===== src/rtl/branch_ctrl.sv =====
`default_nettype none
// ============================================================================
// Module      : branch_ctrl
// Description : Branch resolution controller: issues an ALU compare, waits
//               for the result (bounded), then loads the PC and flushes.
// Revision    : 1.0  initial release
// ============================================================================
module branch_ctrl #(
    parameter int PC_W    = 16,
    parameter int TIMEOUT = 8
) (
    input  logic            clk,
    input  logic            rst,
    input  logic            br_valid,
    output logic            br_ready,
    input  logic [2:0]      br_type,
    input  logic [PC_W-1:0] br_target,
    input  logic [PC_W-1:0] pc_next,
    output logic [2:0]      alub,
    output logic            alu_start,
    input  logic            cmp_done,
    input  logic            check,
    output logic            pc_load,
    output logic [PC_W-1:0] pc_value,
    output logic            flush,
    output logic            stall,
    output logic            err,
    output logic [15:0]     taken_cnt,
    output logic [15:0]     br_cnt
);

    typedef enum logic [1:0] {
        IDLE    = 2'd0,
        ISSUE   = 2'd1,
        WAIT    = 2'd2,
        RESOLVE = 2'd3
    } state_t;

    localparam logic [7:0]  C_TMO_LAST = 8'(TIMEOUT - 1);
    localparam logic [15:0] C_CNT_MAX  = 16'hFFFF;

    state_t          state_q;
    logic            br_ready_q;
    logic            alu_start_q;
    logic            pc_load_q;
    logic            flush_q;
    logic            stall_q;
    logic            err_q;
    logic [2:0]      alub_q;
    logic [PC_W-1:0] target_q;
    logic [PC_W-1:0] fall_q;
    logic [PC_W-1:0] pc_value_q;
    logic [7:0]      timer_q;
    logic [15:0]     taken_cnt_q;
    logic [15:0]     br_cnt_q;

    // Every output register is loaded with the value belonging to the state
    // being entered, so outputs line up cycle-for-cycle with state_q.
    always_ff @(posedge clk) begin
        if (rst) begin
            state_q     <= IDLE;
            br_ready_q  <= 1'b0;
            alu_start_q <= 1'b0;
            pc_load_q   <= 1'b0;
            flush_q     <= 1'b0;
            stall_q     <= 1'b0;
            err_q       <= 1'b0;
            alub_q      <= 3'd0;
            target_q    <= '0;
            fall_q      <= '0;
            pc_value_q  <= '0;
            timer_q     <= 8'd0;
            taken_cnt_q <= 16'd0;
            br_cnt_q    <= 16'd0;
        end else begin
            alu_start_q <= 1'b0;
            pc_load_q   <= 1'b0;
            flush_q     <= 1'b0;
            err_q       <= 1'b0;
            case (state_q)
                IDLE: begin
                    if (br_valid && br_ready_q) begin
                        state_q     <= ISSUE;
                        target_q    <= br_target;
                        fall_q      <= pc_next;
                        alub_q      <= br_type;
                        br_ready_q  <= 1'b0;
                        stall_q     <= 1'b1;
                        alu_start_q <= 1'b1;
                    end else begin
                        br_ready_q  <= 1'b1;
                    end
                end
                ISSUE: begin
                    state_q <= WAIT;
                    timer_q <= 8'd0;
                end
                WAIT: begin
                    // A compare arriving on the last allowed cycle still wins.
                    if (cmp_done) begin
                        state_q    <= RESOLVE;
                        alub_q     <= 3'd0;
                        pc_load_q  <= 1'b1;
                        flush_q    <= check;
                        pc_value_q <= check ? target_q : fall_q;
                        if (br_cnt_q != C_CNT_MAX) begin
                            br_cnt_q <= br_cnt_q + 16'd1;
                        end
                        if (check && (taken_cnt_q != C_CNT_MAX)) begin
                            taken_cnt_q <= taken_cnt_q + 16'd1;
                        end
                    end else if (timer_q == C_TMO_LAST) begin
                        state_q    <= IDLE;
                        alub_q     <= 3'd0;
                        stall_q    <= 1'b0;
                        br_ready_q <= 1'b1;
                        err_q      <= 1'b1;
                    end else begin
                        timer_q <= timer_q + 8'd1;
                    end
                end
                RESOLVE: begin
                    state_q    <= IDLE;
                    stall_q    <= 1'b0;
                    br_ready_q <= 1'b1;
                end
                default: begin
                    state_q <= IDLE;
                end
            endcase
        end
    end

    assign br_ready  = br_ready_q;
    assign alub      = alub_q;
    assign alu_start = alu_start_q;
    assign pc_load   = pc_load_q;
    assign pc_value  = pc_value_q;
    assign flush     = flush_q;
    assign stall     = stall_q;
    assign err       = err_q;
    assign taken_cnt = taken_cnt_q;
    assign br_cnt    = br_cnt_q;

endmodule
`default_nettype wire


===== config.mk =====
export PLATFORM = sky130hd
export DESIGN_NAME = branch_ctrl
export DESIGN_NICKNAME = d
export VERILOG_FILES = /design/src/rtl/branch_ctrl.sv
export SDC_FILE = /design/constraint.sdc
export NUM_CORES = 1
export LEC_CHECK = 0
export BUFFER_PORTS_ARGS = -buffer_cell sky130_fd_sc_hd__clkbuf_2
export CELL_PAD_IN_SITES_DETAIL_PLACEMENT = 1
export CELL_PAD_IN_SITES_GLOBAL_PLACEMENT = 1
export CORE_ASPECT_RATIO = 1.75
export CORE_UTILIZATION = 40
export CTS_CLUSTER_DIAMETER = 80
export DETAILED_ROUTE_END_ITERATION = 16
export GPL_TIMING_DRIVEN = 0
export MAX_ROUTING_LAYER = met4
export PLACE_DENSITY = 0.83
export SLEW_MARGIN = 20
export SYNTH_ARGS = -nofsm -noshare
export SYNTH_HDL_FRONTEND = slang
export SYNTH_SLANG_ARGS = --single-unit

===== constraint.sdc =====
create_clock -name clk -period 2.65 [get_ports clk]
set_input_delay 0.3975 -clock clk [delete_from_list [all_inputs] [get_ports clk]]
set_output_delay 0.3975 -clock clk [all_outputs]
set_load 0.01 [all_outputs]

---- Word level (Yosys, flattened, before mapping) ----
Index checks and enable logic that the tools add are counted.
word-level totals
  bits in registers ....................... 99
  input bits .............................. 40
  output and inout bits ................... 57
operators by class
  add/sub/neg operators ................... 3
  eq/ne operators ......................... 11
  multiplexer cells ....................... 23
  bitwise gates (word level) .............. 3
  reductions and logical operators ........ 19
operator list
  kind                                                                    number
  16-bit by 1-bit adder with 16-bit output (second input constant)        2
  16-bit inequality test (second input constant)                          2
  16-bit two-way mux                                                      1
  8-bit two-way mux                                                       2
  8-bit one-hot mux with 2 select lines                                   1
  3-bit AND reduction                                                     5
  1-bit two-way mux                                                       9
  3-bit two-way mux                                                       3
  8-bit by 1-bit adder with 8-bit output (second input constant)          1
  8-bit by 3-bit equality test with 1-bit output (second input constant)  1
  2-bit inequality test (second input constant)                           4
  2-bit one-hot mux with 4 select lines                                   1
  2-bit two-way mux                                                       3
  1-bit one-hot mux with 3 select lines                                   2
  3-bit one-hot mux with 2 select lines                                   1
  2-bit AND reduction                                                     3
  3-bit OR reduction                                                      2
  2-bit equality test (second input constant)                             2
  4-bit AND reduction                                                     1
  2-bit nonzero test                                                      2
  2-bit OR reduction                                                      2
  3-bit inequality test (second input constant)                           1
  1-bit NOT                                                               3
  3-bit nonzero test                                                      1
  3 further kinds                                                         4

---- Depth between registers and ports, before layout ----
  depth in word-level cells ............... 4
  gate-level depth with buffers ........... 8

---- Worst setup path after synthesis ----
Ideal clock, no wire load.
  path kind ............................... register -> register
  start ................................... register br_cnt_q[0], in the netlist br_cnt[0]
  end ..................................... register br_cnt_q[1], in the netlist br_cnt[1]
  library setup time ...................... 0.120 ns
  data arrival time ....................... 1.771 ns
  required time ........................... 2.530 ns
  slack ................................... 0.759 ns
  cell stages (with the launch flop) ...... 7
  buffers on the path ..................... 1
  period minus slack after synthesis ...... 1.891 ns
  cells stage by stage .................... dfxtp_1 ha_1 nand4_1 nor4_2 buf_2 nor2_1 mux2i_1
between the ends
  longest elaborated chain between the ends .. 2
  elaborated cells on any way between the ends .. 3
ends and longest elaborated chain
  what                                                                              RTL line  text
  from (decl)                                                                       55        logic [15:0] br_cnt_q;
  from (signal assigned)                                                            107       br_cnt_q <= br_cnt_q + 16'd1;
  branches (longest 2 deep; another with 16-bit by 1-bit adder with 16-bit output)  n/a
Several ways; the timed one is not identified.
A chain may end at the register's enable or synchronous reset.

---- Final worst setup path ----
  start ................................... register state_q[0]
  end ..................................... register br_cnt_q[9], in the netlist br_cnt[9]
between the ends
  longest elaborated chain between the ends .. 2
ends and longest elaborated chain
  what                                  RTL line  text
  from (decl)                           42        state_t state_q;
  from (signal assigned)                61        state_q <= IDLE;
  from (signal assigned)                83        state_q <= ISSUE;
  from (signal assigned)                95        state_q <= WAIT;
  2-bit equality test                   80        case (state_q)
  3-bit AND reduction (no source line)  n/a
Every way passes these cells.

==> impl_summary.log <==
INFO  metric synth_edf_count = 0
INFO  metric max_cap_violations = 0
INFO  metric critical_path.cell_chain = inv_1, ha_1, buf_2, nand2_1, nor3_1, or4b_2, a21oi_1
INFO  metric kind_of_cell_with_the_highest_combined_delay_on_the_critical_path = simple AND/OR/NAND/NOR gates
INFO  metric critical_path.startpoint_type = register
INFO  metric crit_path_end_kind = register
INFO  metric power.net_switching = 1.23 mW
INFO  metric path_class = register to register
INFO  metric drcViolationCount = 0
INFO  metric ioPinCount = 97
INFO  metric sequential_to_total_area_share_from_yosys_stat = 0.454
INFO  metric worst_ir_drop_vdd = 0.414 mV
INFO  metric run_status = complete, no violations
INFO  metric post-place-cells = 737
INFO  metric totalPowerFinal = 3.88 mW
INFO  metric final.period_utilization = 0.886
INFO  metric slew_viol_final = 0
INFO  metric grt_setup_unrepaired = no
INFO  metric drt-initial-drc-count = 138
INFO  metric dp_slack = 0.205 ns
INFO  metric detailedRoute.firstPassIterationCount = 4
INFO  metric final_layout_size_suffix_gt1_frac = 0.204
INFO  metric initial_core_util = 0.411
INFO  metric fp-row-count = 50
INFO  metric reg2reg_setup_slack = 0.30 ns
INFO  metric crit_fanout = 10
INFO  metric power.static_leakage = 1.98 nW
INFO  metric clock.fmax = 0.426 GHz
INFO  metric timing.critical_path.slowest_cell_delay = 0.62 ns
INFO  metric antenna_viol_nets_final = 0
INFO  metric core-area = 0.0106 mm^2
INFO  metric syn_area = 0.00437 mm^2
INFO  metric dp_hpwl = 10.2 mm
INFO  metric drt-total-wl = 13.5 mm
INFO  metric synth_cell_types = 51
INFO  metric clk_slew_on_worst_s_h_paths = 0.07 ns
INFO  metric hold_path_class = input pin to register
INFO  metric final.setup.worst_slack = 0.302 ns
INFO  metric placed_cell_area = 0.00500 mm^2
INFO  metric track_usage = 0.261
INFO  metric worst_slew_margin_relative_to_its_limit = 0.367
INFO  metric timing.critical_path.buf_inv = 2
INFO  metric finalCriticalPeriod = 2.35 ns
INFO  metric ys_dominant_reg_cell = sky130_fd_sc_hd__dfxtp_1
INFO  metric final_cell_count_no_fill = 753
INFO  metric fill_cell_instance_count_of_the_final_layout = 1338
INFO  metric buffer_ports.inserted = 94
INFO  metric worstMarginPinSlew = 0.940 ns
INFO  metric cts_tree = built
INFO  metric critical_path_arrival = 2.63 ns
INFO  metric required = 2.94 ns
INFO  metric areaGrowthSynthToFinish = 21.4%
INFO  metric die_h = 140 um
INFO  metric design.die.area = 0.0114 mm^2
INFO  metric mostFrequentLayoutCells = sky130_fd_sc_hd__dfxtp_1 (99), sky130_fd_sc_hd__clkbuf_2 (94), sky130_fd_sc_hd__nand2_1 (93)
INFO  metric slowest_stage_cell_crit_path = sky130_fd_sc_hd__or4b_2
INFO  metric cts.root.buffer_cell = sky130_fd_sc_hd__clkbuf_16
INFO  metric grt_first_pass_wirelength = 22.1 mm
INFO  metric finalSetupViolCount = 0
INFO  metric final.hold.worst_slack = 0.253 ns
INFO  metric setup_tns = 0 ns
INFO  metric routabilityCongestion = 0.869
INFO  metric most_common_library_cell_in_the_layout_ignoring_fill_and_taps = sky130_fd_sc_hd__dfxtp_1
INFO  metric grt_start_max_net_pins = 17
INFO  metric yosys_register_bits = 99
INFO  metric antenna_violations_before_repair = 0
INFO  metric final_nets = 666
INFO  metric detailroute.via_count = 4282
INFO  metric post_synth_net_total = 561
INFO  metric final_core_util = 0.499
INFO  metric vias_per_cell = 5.69
INFO  metric switching_share = 0.317
INFO  metric ys_warn_count = 0
INFO  metric tritoncts_num_sinks = 99
INFO  metric power-per-cell-area = 731 mW/mm^2
INFO  metric seq_power_share = 0.448
INFO  metric fp.dieW = 81.0 um
INFO  metric via_count_of_the_first_global_routing_pass = 4644
INFO  metric worst_clock_skew = 0.00914 ns
INFO  metric p_int = 2.65 mW
INFO  metric async_s_r_ff_share_synth = 0
INFO  metric h-tree-depth = 3
INFO  metric antenna_cells = 0
INFO  metric power.share.clock = 0.342
INFO  metric grt_remaining_overflow = 0
INFO  metric syn_area_per_cell = 8.51 um^2
INFO  metric wl_per_cell = 17.9 um
INFO  metric timing_hold_violations_final = 0
INFO  metric ctsLongestPathBuffers = 2
INFO  metric synthCells = 513
INFO  metric insertion_delay_of_the_later_clocked_pin_in_the_worst_skew_pair = 0.36 ns
INFO  metric numCtsBuffers = 9
INFO  metric cts_setup_buffers = 0
INFO  metric power_frac_comb = 0.210
INFO  metric layout.cell_area.non_filler = 0.00530 mm^2
[path summary, 6_finish.rpt]
path           startpoint            to  cells after the start
min           pc_next[15]    fall_q[15]                      3
max            state_q[0]     br_cnt[9]                      7
max reg2reg    state_q[0]     br_cnt[9]                      7
min reg2reg  target_q[13]  target_q[13]                      2
[cells by family (layout without fill, tap and decap cells)]
logic type	after synthesis	after routing	synth area share
adder cells (fa/ha/maj)	8	8	0.0229
flip-flops	99	99	0.454
AND/OR/NAND/NOR	219	219	0.249
multiplexers	22	22	0.0516
buffers and inverters	42	152	0.0390
AO/OA/AOI/OAI	122	122	0.182
XOR/XNOR	1	1	0.00201
[Yosys cell counts (2+ instances only)]
cell type                   n  share of area
sky130_fd_sc_hd__or4b_2     2         0.0046
sky130_fd_sc_hd__nor2_1    33          0.028
sky130_fd_sc_hd__inv_1      9         0.0077
sky130_fd_sc_hd__and3_1     3         0.0043
sky130_fd_sc_hd__a211oi_1  18          0.031
sky130_fd_sc_hd__o41ai_1   10          0.020
sky130_fd_sc_hd__nand2b_1   3         0.0043
sky130_fd_sc_hd__clkbuf_1  25          0.021
sky130_fd_sc_hd__o31ai_1   15          0.026
sky130_fd_sc_hd__o21ai_0    5         0.0057
sky130_fd_sc_hd__a21oi_1   61          0.070
sky130_fd_sc_hd__or2_2      2         0.0029
sky130_fd_sc_hd__nand2_1   93          0.080
sky130_fd_sc_hd__or3_1      5         0.0072
sky130_fd_sc_hd__nand3_1   11          0.013
sky130_fd_sc_hd__o311ai_0   5          0.010
sky130_fd_sc_hd__mux2_2     4          0.010
sky130_fd_sc_hd__and4_1     2         0.0040
sky130_fd_sc_hd__and2_1     4         0.0057
sky130_fd_sc_hd__nor3_1    11          0.013
sky130_fd_sc_hd__nand4_1   14          0.020
sky130_fd_sc_hd__nand3b_1   2         0.0034
sky130_fd_sc_hd__buf_2      4         0.0046
sky130_fd_sc_hd__a31oi_1    2         0.0029
sky130_fd_sc_hd__ha_1       8          0.023
sky130_fd_sc_hd__mux2i_1   18          0.041
sky130_fd_sc_hd__nor2b_1    4         0.0057
sky130_fd_sc_hd__nor4_1     7          0.010
sky130_fd_sc_hd__or4_1     11          0.019
sky130_fd_sc_hd__buf_1      3         0.0026
sky130_fd_sc_hd__dfxtp_1   99           0.45
[routing by layer]
| metal | global-route usage | up-vias | wire length [um] |
|---|---|---|---|
| met5 | - | - | 0 |
| li1 | - | 2077 | - |
| met3 | 0.0365 | 24 | 405 |
| met4 | 0.119 | 0 | 315 |
| met1 | 0.252 | 2083 | 5100 |
| met2 | 0.491 | 98 | 7660 |
[worst reg2reg max path: cells and delay by family, from the launching register on]
family          cells  cell delay, ns
fa+ha+maj           1            0.23
compound gates      1            0.15
simple gates        3            1.15
buf+inv             2            0.38
flops               1            0.36
[flip-flops by register name, indices dropped and copies added (netlist names)]
name / flops
br_cnt: 16
fall_q: 16
pc_value: 16
taken_cnt: 16
target_q: 16
timer_q: 8
alub: 3
state_q: 2
alu_start: 1
br_ready: 1
err: 1
flush: 1
pc_load: 1
stall: 1
[power groups by stage]
stage | clock [mW] | sequential [mW] | combinational (mW)
2_1_floorplan | 0 | 1.76 | 0.511
3_3_place_gp | 0 | 1.76 | 0.765
3_5_place_dp | 0 | 1.76 | 0.808
4_1_cts | 1.34 | 1.73 | 0.825
5_1_grt | 1.41 | 1.75 | 0.902
6_report | 1.33 | 1.74 | 0.814
[layout make-up]
cell class,count,area (um^2),area share
multi-input combinational,372,2220,0.419
sequential,99,1980,0.374
timing repair buffer,94,470,0.0887
clock buffer,10,229,0.0432
tap,130,163,0.0307
buffer,33,136,0.0257
clock inverter,6,65.1,0.0123
inverter,9,33.8,0.00637
[timing repair]
item                                    in CTS  in global routing
endpoints found under the hold margin        0                  0
gates resized for setup                      0                  1
hold buffers                                 0                  0
endpoints found under the setup margin       0                  6
Note: power is estimated with default switching activity, not from simulation.
